## src/rtl/sop_decoder_pipe.sv

```systemverilog
// Two-stage pipelined one-hot decoder with a serially loaded truth table.
// It also keeps a saturating count of decoded items whose truth-table entry is 1.
module sop_decoder_pipe #(
  parameter int IN_W  = 4,
  parameter int CNT_W = 8
) (
  input  logic                   clk,
  input  logic                   rst_n,
  input  logic                   in_valid,
  input  logic [IN_W-1:0]        in_data,
  input  logic                   tt_load,
  input  logic                   tt_bit,
  input  logic                   cnt_clr,
  output logic                   out_valid,
  output logic [(1<<IN_W)-1:0]   out_onehot,
  output logic                   out_func,
  output logic [CNT_W-1:0]       hit_count,
  output logic                   tt_ready
);

  localparam int DEPTH = 1 << IN_W;
  localparam int LC_W  = IN_W + 1;

  logic [DEPTH-1:0] r_tt;
  logic [LC_W-1:0]  r_ld_cnt;
  logic             r_s1_valid;
  logic [IN_W-1:0]  r_s1_data;
  logic             r_s2_valid;
  logic             r_s2_func;
  logic [DEPTH-1:0] r_s2_onehot;
  logic [CNT_W-1:0] r_hit_cnt;

  logic             w_accept;
  logic             w_func;
  logic [DEPTH-1:0] w_onehot;
  logic             w_cnt_max;

  // A load strobe steals the cycle: a coincident input item is dropped.
  assign w_accept  = in_valid & ~tt_load;
  assign w_func    = r_s1_valid & r_tt[r_s1_data];
  assign w_onehot  = r_s1_valid ? (DEPTH'(1) << r_s1_data) : '0;
  assign w_cnt_max = (r_hit_cnt == {CNT_W{1'b1}});

  // NOTE: sequential state uses non-blocking assignments so every register
  // samples pre-edge values; stage 2 therefore reads the TT before a shift.
  always_ff @(posedge clk or negedge rst_n) begin
    if (!rst_n) begin
      r_tt     <= '0;
      r_ld_cnt <= '0;
    end else if (tt_load) begin
      r_tt <= {r_tt[DEPTH-2:0], tt_bit};
      if (r_ld_cnt != LC_W'(DEPTH)) r_ld_cnt <= r_ld_cnt + LC_W'(1);
    end
  end

  always_ff @(posedge clk or negedge rst_n) begin
    if (!rst_n) begin
      r_s1_valid  <= 1'b0;
      r_s1_data   <= '0;
      r_s2_valid  <= 1'b0;
      r_s2_func   <= 1'b0;
      r_s2_onehot <= '0;
    end else begin
      r_s1_valid  <= w_accept;
      r_s1_data   <= in_data;
      r_s2_valid  <= r_s1_valid;
      r_s2_func   <= w_func;
      r_s2_onehot <= w_onehot;
    end
  end

  always_ff @(posedge clk or negedge rst_n) begin
    if (!rst_n) begin
      r_hit_cnt <= '0;
    end else if (cnt_clr) begin
      r_hit_cnt <= '0;
    end else if (w_func && !w_cnt_max) begin
      r_hit_cnt <= r_hit_cnt + CNT_W'(1);
    end
  end

  assign out_valid  = r_s2_valid;
  assign out_onehot = r_s2_onehot;
  assign out_func   = r_s2_func;
  assign hit_count  = r_hit_cnt;
  assign tt_ready   = (r_ld_cnt == LC_W'(DEPTH));

endmodule

```

## config.mk

```make
export PLATFORM = sky130hd
export DESIGN_NAME = sop_decoder_pipe
export DESIGN_NICKNAME = d
export VERILOG_FILES = /design/src/rtl/sop_decoder_pipe.sv
export SDC_FILE = /design/constraint.sdc
export NUM_CORES = 1
export LEC_CHECK = 0
export ABC_CLOCK_PERIOD_IN_PS = 2700
export CAP_MARGIN = 10
export CORE_ASPECT_RATIO = 1.4
export CORE_MARGIN = 10
export CORE_UTILIZATION = 45
export CTS_BUF_LIST = sky130_fd_sc_hd__clkbuf_2 sky130_fd_sc_hd__clkbuf_4 sky130_fd_sc_hd__clkbuf_8
export CTS_CLUSTER_DIAMETER = 100
export DETAILED_ROUTE_END_ITERATION = 8
export PLACE_DENSITY_LB_ADDON = 0.1
export SKIP_LAST_GASP = 1
export SYNTH_ARGS = -nofsm -noshare
export SYNTH_HDL_FRONTEND = slang
export SYNTH_SLANG_ARGS = --single-unit
```

## constraint.sdc

```tcl
create_clock -name clk -period 2.7 [get_ports clk]
set_input_delay 0.27 -clock clk [delete_from_list [all_inputs] [get_ports clk]]
set_output_delay 0.27 -clock clk [all_outputs]
set_load 0.05 [all_outputs]
```

After elaboration in Yosys (flattened, before gate mapping)
Index checks and enable logic that the tools add are counted.
Widths: inputs -> output; s select.
{"block": "word_totals", "inputBits": 10, "reg_bits": 52}
{"block": "op_classes", "bitwise_logic": 3, "shifts": 1, "n_eq_ne": 3, "order_cmp": 1, "addsub": 2, "n_mux": 5, "n_reduce_logical": 4}
{"op": "$mux 16", "n": 1}
{"op": "$mux 8", "n": 2}
{"op": "$shl 1x4->16 const A", "n": 1}
{"op": "$add 8x1->8 const B", "n": 1}
{"op": "$eq 8x8->1 const B", "n": 1}
{"op": "$add 5x1->5 const B", "n": 1}
{"op": "$eq 5x5->1 const B", "n": 1}
{"op": "$lt 4x5->1 const B", "n": 1}
{"op": "$ne 5x5->1 const B", "n": 1}
{"op": "$bmux 1 s4", "n": 1}
{"op": "$and 1x1->1", "n": 2}
{"op": "$reduce_and 2->1", "n": 1}
{"op": "$reduce_bool 2->1", "n": 1}
{"op": "$logic_and 1x1->1", "n": 1}
{"op": "$logic_not 1->1", "n": 1}
{"op": "$mux 1", "n": 1}
{"op": "$not 1->1", "n": 1}

Logic depth before layout (Yosys ltp)
Gate-level depths: netlist (run 1).
{"block": "logic_depth", "depth_word": 6, "mapped_depth": 8, "mapped_depth_nobuf": 6}

Worst setup path after synthesis (run 1)
No wires, ideal clock.
{"block": "synth_timing", "path_kind": "flip-flop to flip-flop", "startpoint": "register r_ld_cnt[0]", "endpoint": "register r_ld_cnt[1]", "path_buffers": 0, "period_less_slack_ps": 2448, "required_time_ps": 2575, "path_slack_ps": 252, "arrival_time_ps": 2323, "path_stages_with_launch": 7, "path_cell_list": "dfrtp_1 inv_1 ha_1 nand2_1 nor3_1 nand2b_1 mux2_2"}
{"block": "synth_via", "elab_chain_len": 2}
{"element": "from (decl)", "line": "25", "rtl": "logic [LC_W-1:0] r_ld_cnt;"}
{"element": "from (signal assigned)", "line": "52", "rtl": "if (r_ld_cnt != LC_W'(DEPTH)) r_ld_cnt <= r_ld_cnt + LC_W'(1);"}
{"element": "parallel branches: the longest is 2 deep, another holds $add 5x1->5"}
Several ways; the timed one is not identified.
A chain may end at the register's enable or synchronous reset.

Final worst setup path (run 1)
{"block": "layout_timing", "startpoint": "register r_ld_cnt[0]", "endpoint": "output tt_ready"}
{"block": "layout_via", "elab_chain_len": 1}
{"element": "$eq 5x5->1", "line": "86", "rtl": "assign tt_ready = (r_ld_cnt == LC_W'(DEPTH));"}
{"element": "to (decl)", "line": "18", "rtl": "output logic tt_ready"}
No other way between the ends.

==> results of run 1 <==
[cell families after synthesis]
logic type      synth area share [%]
fa+ha+maj                       1.73
simple gates                    13.3
buf+inv                         3.29
flops                           60.0
mux                             13.1
xor+xnor                        2.02
compound gates                  6.52
[stage by stage]
stage	hold slack (ns)	total power, mW	utilization, %	instance area, µm²	instances
after floorplan	-0.0256	1.30	-	2170	167
after global placement	0.486	1.41	55.7	2560	259
after detailed placement	0.485	1.43	55.7	2560	259
after CTS	0.204	1.87	57.7	2660	267
after global routing	0.00438	1.97	58.3	2690	268
final	-0.0329	1.85	58.3	2690	268
[metal layers]
layer,track usage [%],vias up,share of wire (%)
met4,4.15,0,1.6
met3,4.13,7,6.6
met2,19.3,31,54
met1,11.1,691,38
met5,0,-,0
li1,-,658,-
[registers in the layout (all words and copies together), names as in the netlist]
| signal | count |
|---|---|
| out_onehot | 16 |
| r_tt | 16 |
| hit_count | 8 |
| r_ld_cnt | 5 |
| r_s1_data | 4 |
| out_func | 1 |
| out_valid | 1 |
| r_s1_valid | 1 |
[power by group]
part           internal (mW)  switching [mW]  total (mW)  leakage (nW)
clock network          0.195           0.243       0.437        0.0448
registers              0.922           0.127        1.05         0.670
logic                  0.203           0.162       0.365         0.471
total                   1.32           0.532        1.85          1.19
[path summary, 6_finish.rpt]
check | slack [ns] | cells after the start | to | from
setup reg to reg | 0.58 | 7 | hit_count[5] | r_s1_data[1]
setup / recovery | 0.36 | 5 | tt_ready | r_ld_cnt[0]
max in group asynchronous | 2.20 | 2 | r_ld_cnt[2] | rst_n
hold / removal | -0.03 | 1 | hit_count[3] | rst_n
hold reg to reg | 0.50 | 1 | r_ld_cnt[4] | r_ld_cnt[4]
min in group clk | 0.41 | 1 | r_s1_data[0] | in_data[0]
[cell usage in the layout, fill, tap and decap left out, types with 4 or more instances in the layout]
master / netlist / routed
clkdlybuf4s50_1: 0 / 35
mux2_2: 17 / 17
a21oi_1: 4 / 4
clkbuf_8: 0 / 5
nand2_1: 7 / 7
nor2_1: 18 / 18
nor3_1: 6 / 6
nand2b_1: 5 / 5
dfrtp_1: 52 / 52
xnor2_1: 5 / 5
inv_1: 5 / 5
[layout make-up]
type | count | area [µm²]
repair buffers | 39 | 398
clock inverters | 2 | 16.3
clock buffers | 6 | 76.3
fillers | 408 | 1920
multi-input cells | 102 | 797
well taps | 62 | 77.6
flip-flops and latches | 52 | 1300
inverters | 5 | 18.8
==> run metrics, run 1 <==
Diodes inserted=0; grt ovf=0; FF+latch count, synth=52; worst path arrival time=2.07 ns; Rel. slew slack=59.5%; Final Hold Viols=26; GRT Overall Usage=10.8%; Top delay family on crit path=buffers and inverters; Seq/Total Area, Yosys=60.0%; DR pass1 iterations=4; TNS Setup=0 ns; Buf/Inv on CP=2; EDFF count, synth=0; Cell Rows=29; slowest cell on the critical path=clkdlybuf4s50_1; Startpoint Class=flip-flop; cts repair resizes=0; initial antenna violation count=0; max-cap violations=0; CP Capture Type=output port; RSZ-0062 raised after global routing=no; Mapped Cells=167; post-synth top area cell=dfrtp_1; mapped cell area=2170 µm²; count of warnings emitted by yosys=0; H-tree depth=2; largest net degree at the start of global routing=53; worst slew pin tran=0.608 ns; Core ar.=4610 µm²; Num CTS Buffers=5; Post-DRT Antenna Nets=0; status=finished, violations left; syn nets=180; dpl ws=0.611 ns; failing checks=negative hold slack; Worst IR Drop VDD=0.417 mV; Worst path max stage delay=0.86 ns; vias=1387; top post-synthesis cells by count=dfrtp_1, nor2_1, mux2_2; largest cells by area after synthesis=dfrtp_1, mux2_2, nor2_1; CTS Buffer Depth=2; CTS tree=done; Synth Area per Inst=13.0 µm²; DRC=0; power per standard cell area=689 nW/µm²; Max Freq=427 MHz; synth unique cells=36; vias in the first global route=1457; nets=218; ys async rst share=100%; routed len/inst=15.1 µm; Post-CTS Setup Repair Bufs=0; fin crit share=86.7%; critical path, cell by cell=inv_1 > ha_1 > nand2_1 > nor3_1 > clkdlybuf4s50_1; Leak=1.19 nW; Worst Path Max Fanout=4; share of cells above drive strength 1=19.4%; Area growth, synth to finish=23.8%; Yosys top cell area share=60.0%; Max Slew Vio Count=0; Port Buf Inserts=36; io pins=37; DRT iter0 DRCs=83; die area=8040 µm²; first-pass GRT wire length=7.04 mm; most common cell in the netlist=dfrtp_1; Final setup viols=0; skew final=0.00603 ns; final wirelength=4.06 mm; clk_lat worst skew=0.30 ns; fin crit period=2.34 ns; worst hold-check path type=input pin to asynchronous set/reset pin; Die H=102 µm; root buffer cell=clkbuf_8; Post-synth top flop=dfrtp_1; Final Wtd Congestion=0.808; CTS Sinks=52; Critical Path RT=2.43 ns; PnR worst setup slack=0.359 ns; CTS clk-pin slew, worst paths=0.09 ns; cts hold-fix bufs=0; die width=78.7 µm; dpl hpwl=3.07 mm; routed vias/inst=5.18; Min Hold Slack=-0.0329 ns; WS Path Type=flip-flop to output port; initial core utilization=47.1%
No activity file was read; power rests on OpenSTA's default activity.
==> run 2: changes to the inputs <==
ABC_CLOCK_PERIOD_IN_PS = 2400   (was 2700)
clock period = 2.4 ns   (was 2.7 ns; I/O delays follow)
==> run 2 against run 1 <==
Sequential share of layout area is 0.51 points lower; the run now ends clean; non-clock buffer count is 1 higher; total power is 17% higher; first-iteration DRC count is 35% higher; routed wire length is 2.6% lower; highest routed layer unchanged; worst setup slack worse by 0.034 ns; core utilization is 0.62 points higher; die area stayed put; worst hold slack better by 0.41 ns; register-to-register slack worse by 0.26 ns; largest power group unchanged; clock skew is 0.0022 ns higher; via count is 0.29% lower.
==> run metrics, run 2 (same netlist as run 1, synthesis figures left out) <==
Util after Layout=58.9% (+0.62 points); worst slew pin tran=0.522 ns (-0.0856 ns); power per standard cell area=800 nW/µm² (+16%); Fillers=381 (-6.6%); Critical R2R Launch=r_s1_data[1]; Rel. slew slack=65.1% (+5.7 points); Post-CTS Setup Repair Bufs=0 (unchanged); max-cap violations=0 (unchanged); Critical Path RT=2.60 ns (+0.17 ns); Post-DRT Antenna Nets=0 (unchanged); CTS clk-pin slew, worst paths=0.09 ns (about the same); Area growth, synth to finish=25.1%; Worst IR Drop VDD=0.536 mV (+29%); commonest non-fill, non-tap cell in the layout=dfrtp_1; Hold Path Stages=1; Final Wtd Congestion=0.911 (+13%); dpl hpwl=2.97 mm (-3.3%); clk_lat worst skew=0.30 ns (about the same); WS Path Type=flip-flop to flip-flop; io pins=37 (unchanged); Port Buf Inserts=36 (unchanged); worst r2r dst=hit_count[2]; Num CTS Buffers=5 (unchanged); status=completed; CP Capture Type=flip-flop; initial antenna violation count=0 (unchanged); share of cells above drive strength 1=19.8% (+0.39 points); Final setup viols=0 (unchanged); final wirelength=3.95 mm (-2.6%); GRT Overall Usage=10.6% (-0.15 points); vias=1383 (-0.29%); Worst Path Max Fanout=10 (+6); DRT iter0 DRCs=112 (+35%); CTS tree=done; routed len/inst=14.7 µm (-2.9%); DR pass1 iterations=4 (unchanged); CTS Buffer Depth=2 (unchanged); routed vias/inst=5.14 (-0.66%); start point of the critical path=r_s1_data[1]; most frequent cells in the layout=dfrtp_1, clkdlybuf4s50_1, nor2_1; die area=8040 µm² (unchanged); CTS Sinks=52 (unchanged); Max Slew Vio Count=0 (unchanged); critical path, cell by cell=nand3_1 > o32a_1 > o2bb2ai_2 > a32oi_2 > buf_4 > a21oi_1 > a31o_2; Max Freq=482 MHz; Diodes inserted=0 (unchanged); worst path arrival time=2.27 ns (+0.20 ns); Startpoint Class=flip-flop; skew final=0.00825 ns (+0.00222 ns); worst hold-check path type=input pin to flip-flop; nets=219 (+0.46%); Worst setup endpoint=hit_count[2]; worst r2r path cells=7 (unchanged); fin crit share=86.5%; initial core utilization=47.1% (unchanged); slowest cell on the critical path=dfrtp_1; largest net degree at the start of global routing=53 (unchanged); grt ovf=0 (unchanged); Core ar.=4610 µm² (unchanged); reg-to-reg setup timing slack=0.32 ns (-0.26 ns); RSZ-0062 raised after global routing=no; Leak=1.22 nW (+2.9%); Worst path max stage delay=0.53 ns (-0.33 ns); root buffer cell=clkbuf_8; TNS Setup=0 ns (unchanged); first-pass GRT wire length=6.89 mm (-2.2%); Final Hold Viols=0 (-100%); DRC=0 (unchanged); fin crit period=2.08 ns; die width=78.7 µm (unchanged); Die H=102 µm (unchanged); Cell Rows=29 (unchanged); vias in the first global route=1448 (-0.62%); H-tree depth=2 (unchanged)
run 2: cell count changes in the layout (fill, tap and decap cells not counted), sizes merged:
cell and delta:
bufinv +1, dlygate4sd3 +1, dlymetal6s2s +1, clkdlybuf4s50 -1
clkinvlp -1
run 2: how the worst min path moves through the flow:
| stage | start | to | slack (ns) |
|---|---|---|---|
| after CTS | in_data[2] | r_s1_data[2] | 0.36 |
| after global routing | in_data[1] | r_s1_data[1] | 0.36 |
| after detailed placement | rst_n | hit_count[3] | 0.25 |
| final | in_data[2] | r_s1_data[2] | 0.37 |
| after floorplan | rst_n | hit_count[0] | -0.06 |
| after global placement | rst_n | hit_count[4] | 0.25 |
run 2: final cells by class:
type                    count  area, µm²  share of cell area, %
clock inverters             2       35.0                   1.29
multi-input cells         102        802                   29.6
repair buffers             40        403                   14.8
well taps                  62       77.6                   2.86
flip-flops and latches     52       1300                   47.9
inverters                   5       18.8                  0.692
clock buffers               6       76.3                   2.81
run 2: stage by stage:
stage | instance area, µm² | instances | total power, mW | hold WS, ns | worst slack, ns
floorplan | 2170 | 167 | 1.47 | -0.0556 | 0.430
global placement | 2590 | 260 | 1.59 | 0.245 | 0.402
detailed placement | 2590 | 260 | 1.61 | 0.252 | 0.325
CTS | 2710 | 269 | 2.21 | 0.360 | 0.109
global route | 2710 | 269 | 2.30 | 0.360 | 0.132
finish | 2710 | 269 | 2.17 | 0.373 | 0.325
run 2: where the power goes:
group | internal [mW] | switching [mW] | total [mW]
Combinational | 0.228 | 0.184 | 0.412
Clock | 0.321 | 0.264 | 0.584
Sequential | 1.04 | 0.138 | 1.18
Total | 1.59 | 0.585 | 2.17
run 2: repair_timing:
item,CTS,global route
hold endpoints to repair,52,0
resized for setup,0,1
hold buffers,1,0
setup endpoints to repair,0,1
run 2: per-layer routing:
layer,global-route usage [%],part of all wire (%)
met5,0,0
met4,4.15,1.5
met3,4.39,7.1
met2,18.4,53
met1,11.3,38
run 2: critical path, delay by kind of cell (launching register included):
kind	cells	cell delay [ns]
buf+inv	1	0.22
flops	1	0.53
compound gates	5	0.97
simple gates	1	0.26
==> run 3: changes to the inputs <==
CORE_UTILIZATION = 56   (was 45)
DONT_BUFFER_PORTS = 1   (was default)
SKIP_CTS_REPAIR_TIMING = 1   (was default)
==> run 3 against run 2 <==
First-iteration DRC count shrank 53%; via count decreased by 5.9%; register-to-register slack worse by 0.06 ns; final cell count is 16% lower; fmax shrank 2.6%; clock-buffer cell count is 1 lower; critical path depth fell by 1; clock skew down 0.0055 ns; total power decreased by 5.3%; critical path type unchanged; critical endpoint is now hit_count[5]; largest cell class unchanged; largest power group unchanged.
==> run metrics, run 3 (same netlist as run 1, synthesis figures left out) <==
DRC=0 (unchanged); worst r2r path cells=6 (-1); Rel. slew slack=66.5% (+1.3 points); GRT Overall Usage=11.2% (+0.56 points); die width=72.6 µm (-7.7%); first-pass GRT wire length=6.13 mm (-11%); Worst path max stage delay=0.54 ns (about the same); Buf/Inv on CP=1 (unchanged); Critical Path RT=2.59 ns (about the same); WS Path Type=flip-flop to flip-flop; Die H=93.6 µm (-8.3%); CTS Buffer Depth=2 (unchanged); root buffer cell=clkbuf_8; grt ovf=0 (unchanged); Final Hold Viols=0 (unchanged); Reg area=1300 µm² (unchanged); PnR worst setup slack=0.269 ns (-0.0558 ns); Post-DRT Antenna Nets=0 (unchanged); Max Freq=469 MHz (-2.6%); fin crit share=88.8% (+2.3 points); initial antenna violation count=0 (unchanged); Critical R2R Launch=r_s1_data[3]; RSZ-0062 raised after global routing=no; dpl ws=0.293 ns (-0.0317 ns); Num CTS Buffers=5 (unchanged); largest net degree at the start of global routing=53 (unchanged); CTS clk-pin slew, worst paths=0.09 ns (about the same); most frequent cells in the layout=dfrtp_1, nor2_1, mux2_2; nets=196 (-11%); final wirelength=3.66 mm (-7.5%); power per standard cell area=844 nW/µm² (+5.5%); routed vias/inst=5.76 (+12%); clk_lat worst skew=0.30 ns (about the same); Worst Path Max Fanout=11 (+1); Area growth, synth to finish=12.3%; CP Capture Type=flip-flop; critical path, cell by cell=inv_1 > o32ai_1 > o22ai_2 > a32oi_2 > nand4_1 > mux2_1; initial core utilization=58.5% (+11 points); Final Wtd Congestion=0.790 (-13%); Hold EP=r_s1_valid; footprint of the multi-input gates=802 µm² (unchanged); TNS Setup=0 ns (unchanged); Top delay family on crit path=compound AO/OA/AOI/OAI gates; Port Buf Inserts=0 (-100%); Util after Layout=65.7% (+6.8 points); share of cells above drive strength 1=25.5% (+5.7 points); slowest cell on the critical path=dfrtp_1; CTS Sinks=52 (unchanged); Max Slew Vio Count=0 (unchanged); reg-to-reg setup timing slack=0.27 ns (-0.06 ns); routed len/inst=16.2 µm (+10%); Diodes inserted=0 (unchanged); Cell Rows=26 (-10%); die area=6800 µm² (-15%); post-route cell area=2440 µm² (-10%); skew final=0.00278 ns (-0.00547 ns); Startpoint Class=flip-flop; Hold Path Stages=1 (unchanged); Final setup viols=0 (unchanged); Power, Total=2.06 mW (-5.3%); H-tree depth=2 (unchanged); commonest non-fill, non-tap cell in the layout=dfrtp_1; DR pass1 iterations=4 (unchanged); max-cap violations=0 (unchanged); dpl hpwl=2.66 mm (-10%); worst r2r dst=hit_count[5]; hold path start=in_valid; Core ar.=3710 µm² (-20%); Post-DP Area=2240 µm² (-13%); Worst IR Drop VDD=0.685 mV (+28%); DRT iter0 DRCs=53 (-53%); worst slew pin tran=0.503 ns (-0.0190 ns); worst path arrival time=2.32 ns (+0.05 ns); io pins=37 (unchanged); worst hold-check path type=input pin to flip-flop; status=completed; CTS tree=done; Fillers=283 (-26%); fin crit period=2.13 ns (+0.0558 ns); vias=1301 (-5.9%); Leak=1.13 nW (-7.5%); vias in the first global route=1320 (-8.8%)
## run 3: where the power goes
group          leakage, nW  switching, mW  internal (mW)  total (mW)
clock network       0.0463          0.287          0.214       0.501
registers            0.670          0.152           1.04        1.19
logic                0.412          0.154          0.212       0.366
## run 3: worst max-delay path by stage
stage                     slack [ns]          from  cells past startpoint           end
after floorplan                 0.43   r_ld_cnt[0]                      6   r_ld_cnt[1]
final                           0.27  r_s1_data[3]                      6  hit_count[5]
after CTS                       0.27  r_s1_data[0]                      6  hit_count[5]
after detailed placement        0.29  r_s1_data[1]                      6  hit_count[5]
after global placement          0.36  r_s1_data[0]                      7  hit_count[2]
after global routing            0.11  r_s1_data[3]                      6  hit_count[5]
## run 3: cell type report
type | count | area share (%)
clock buffer | 5 | 2.82
clock inverter | 3 | 1.13
inverter | 5 | 0.770
multi-input combinational | 102 | 32.9
sequential | 52 | 53.4
tap | 42 | 2.16
timing repair buffer | 17 | 6.78
## run 3: stage by stage
| step | std cells | hold slack [ns] |
|---|---|---|
| 2_1_floorplan | 167 | -0.0556 |
| 3_3_place_gp | 210 | -0.0541 |
| 3_5_place_dp | 210 | -0.0541 |
| 4_1_cts | 218 | -0.391 |
| 5_1_grt | 226 | 0.0633 |
| 6_report | 226 | 0.0718 |
## run 3: routing by layer
metal	track usage, %	part of all wire, %	vias up
met5	0	0	-
met4	4.29	2.2	0
met3	4.34	7.0	9
met2	18.7	50	37
met1	12.4	41	638
li1	-	-	617
## run 3: worst register-to-register path, cell delays in order (launching register included)
cell     delay [ns]
dfrtp_1        0.54
inv_1          0.14
o32ai_1        0.37
o22ai_2        0.12
a32oi_2        0.34
nand4_1        0.17
mux2_1         0.34
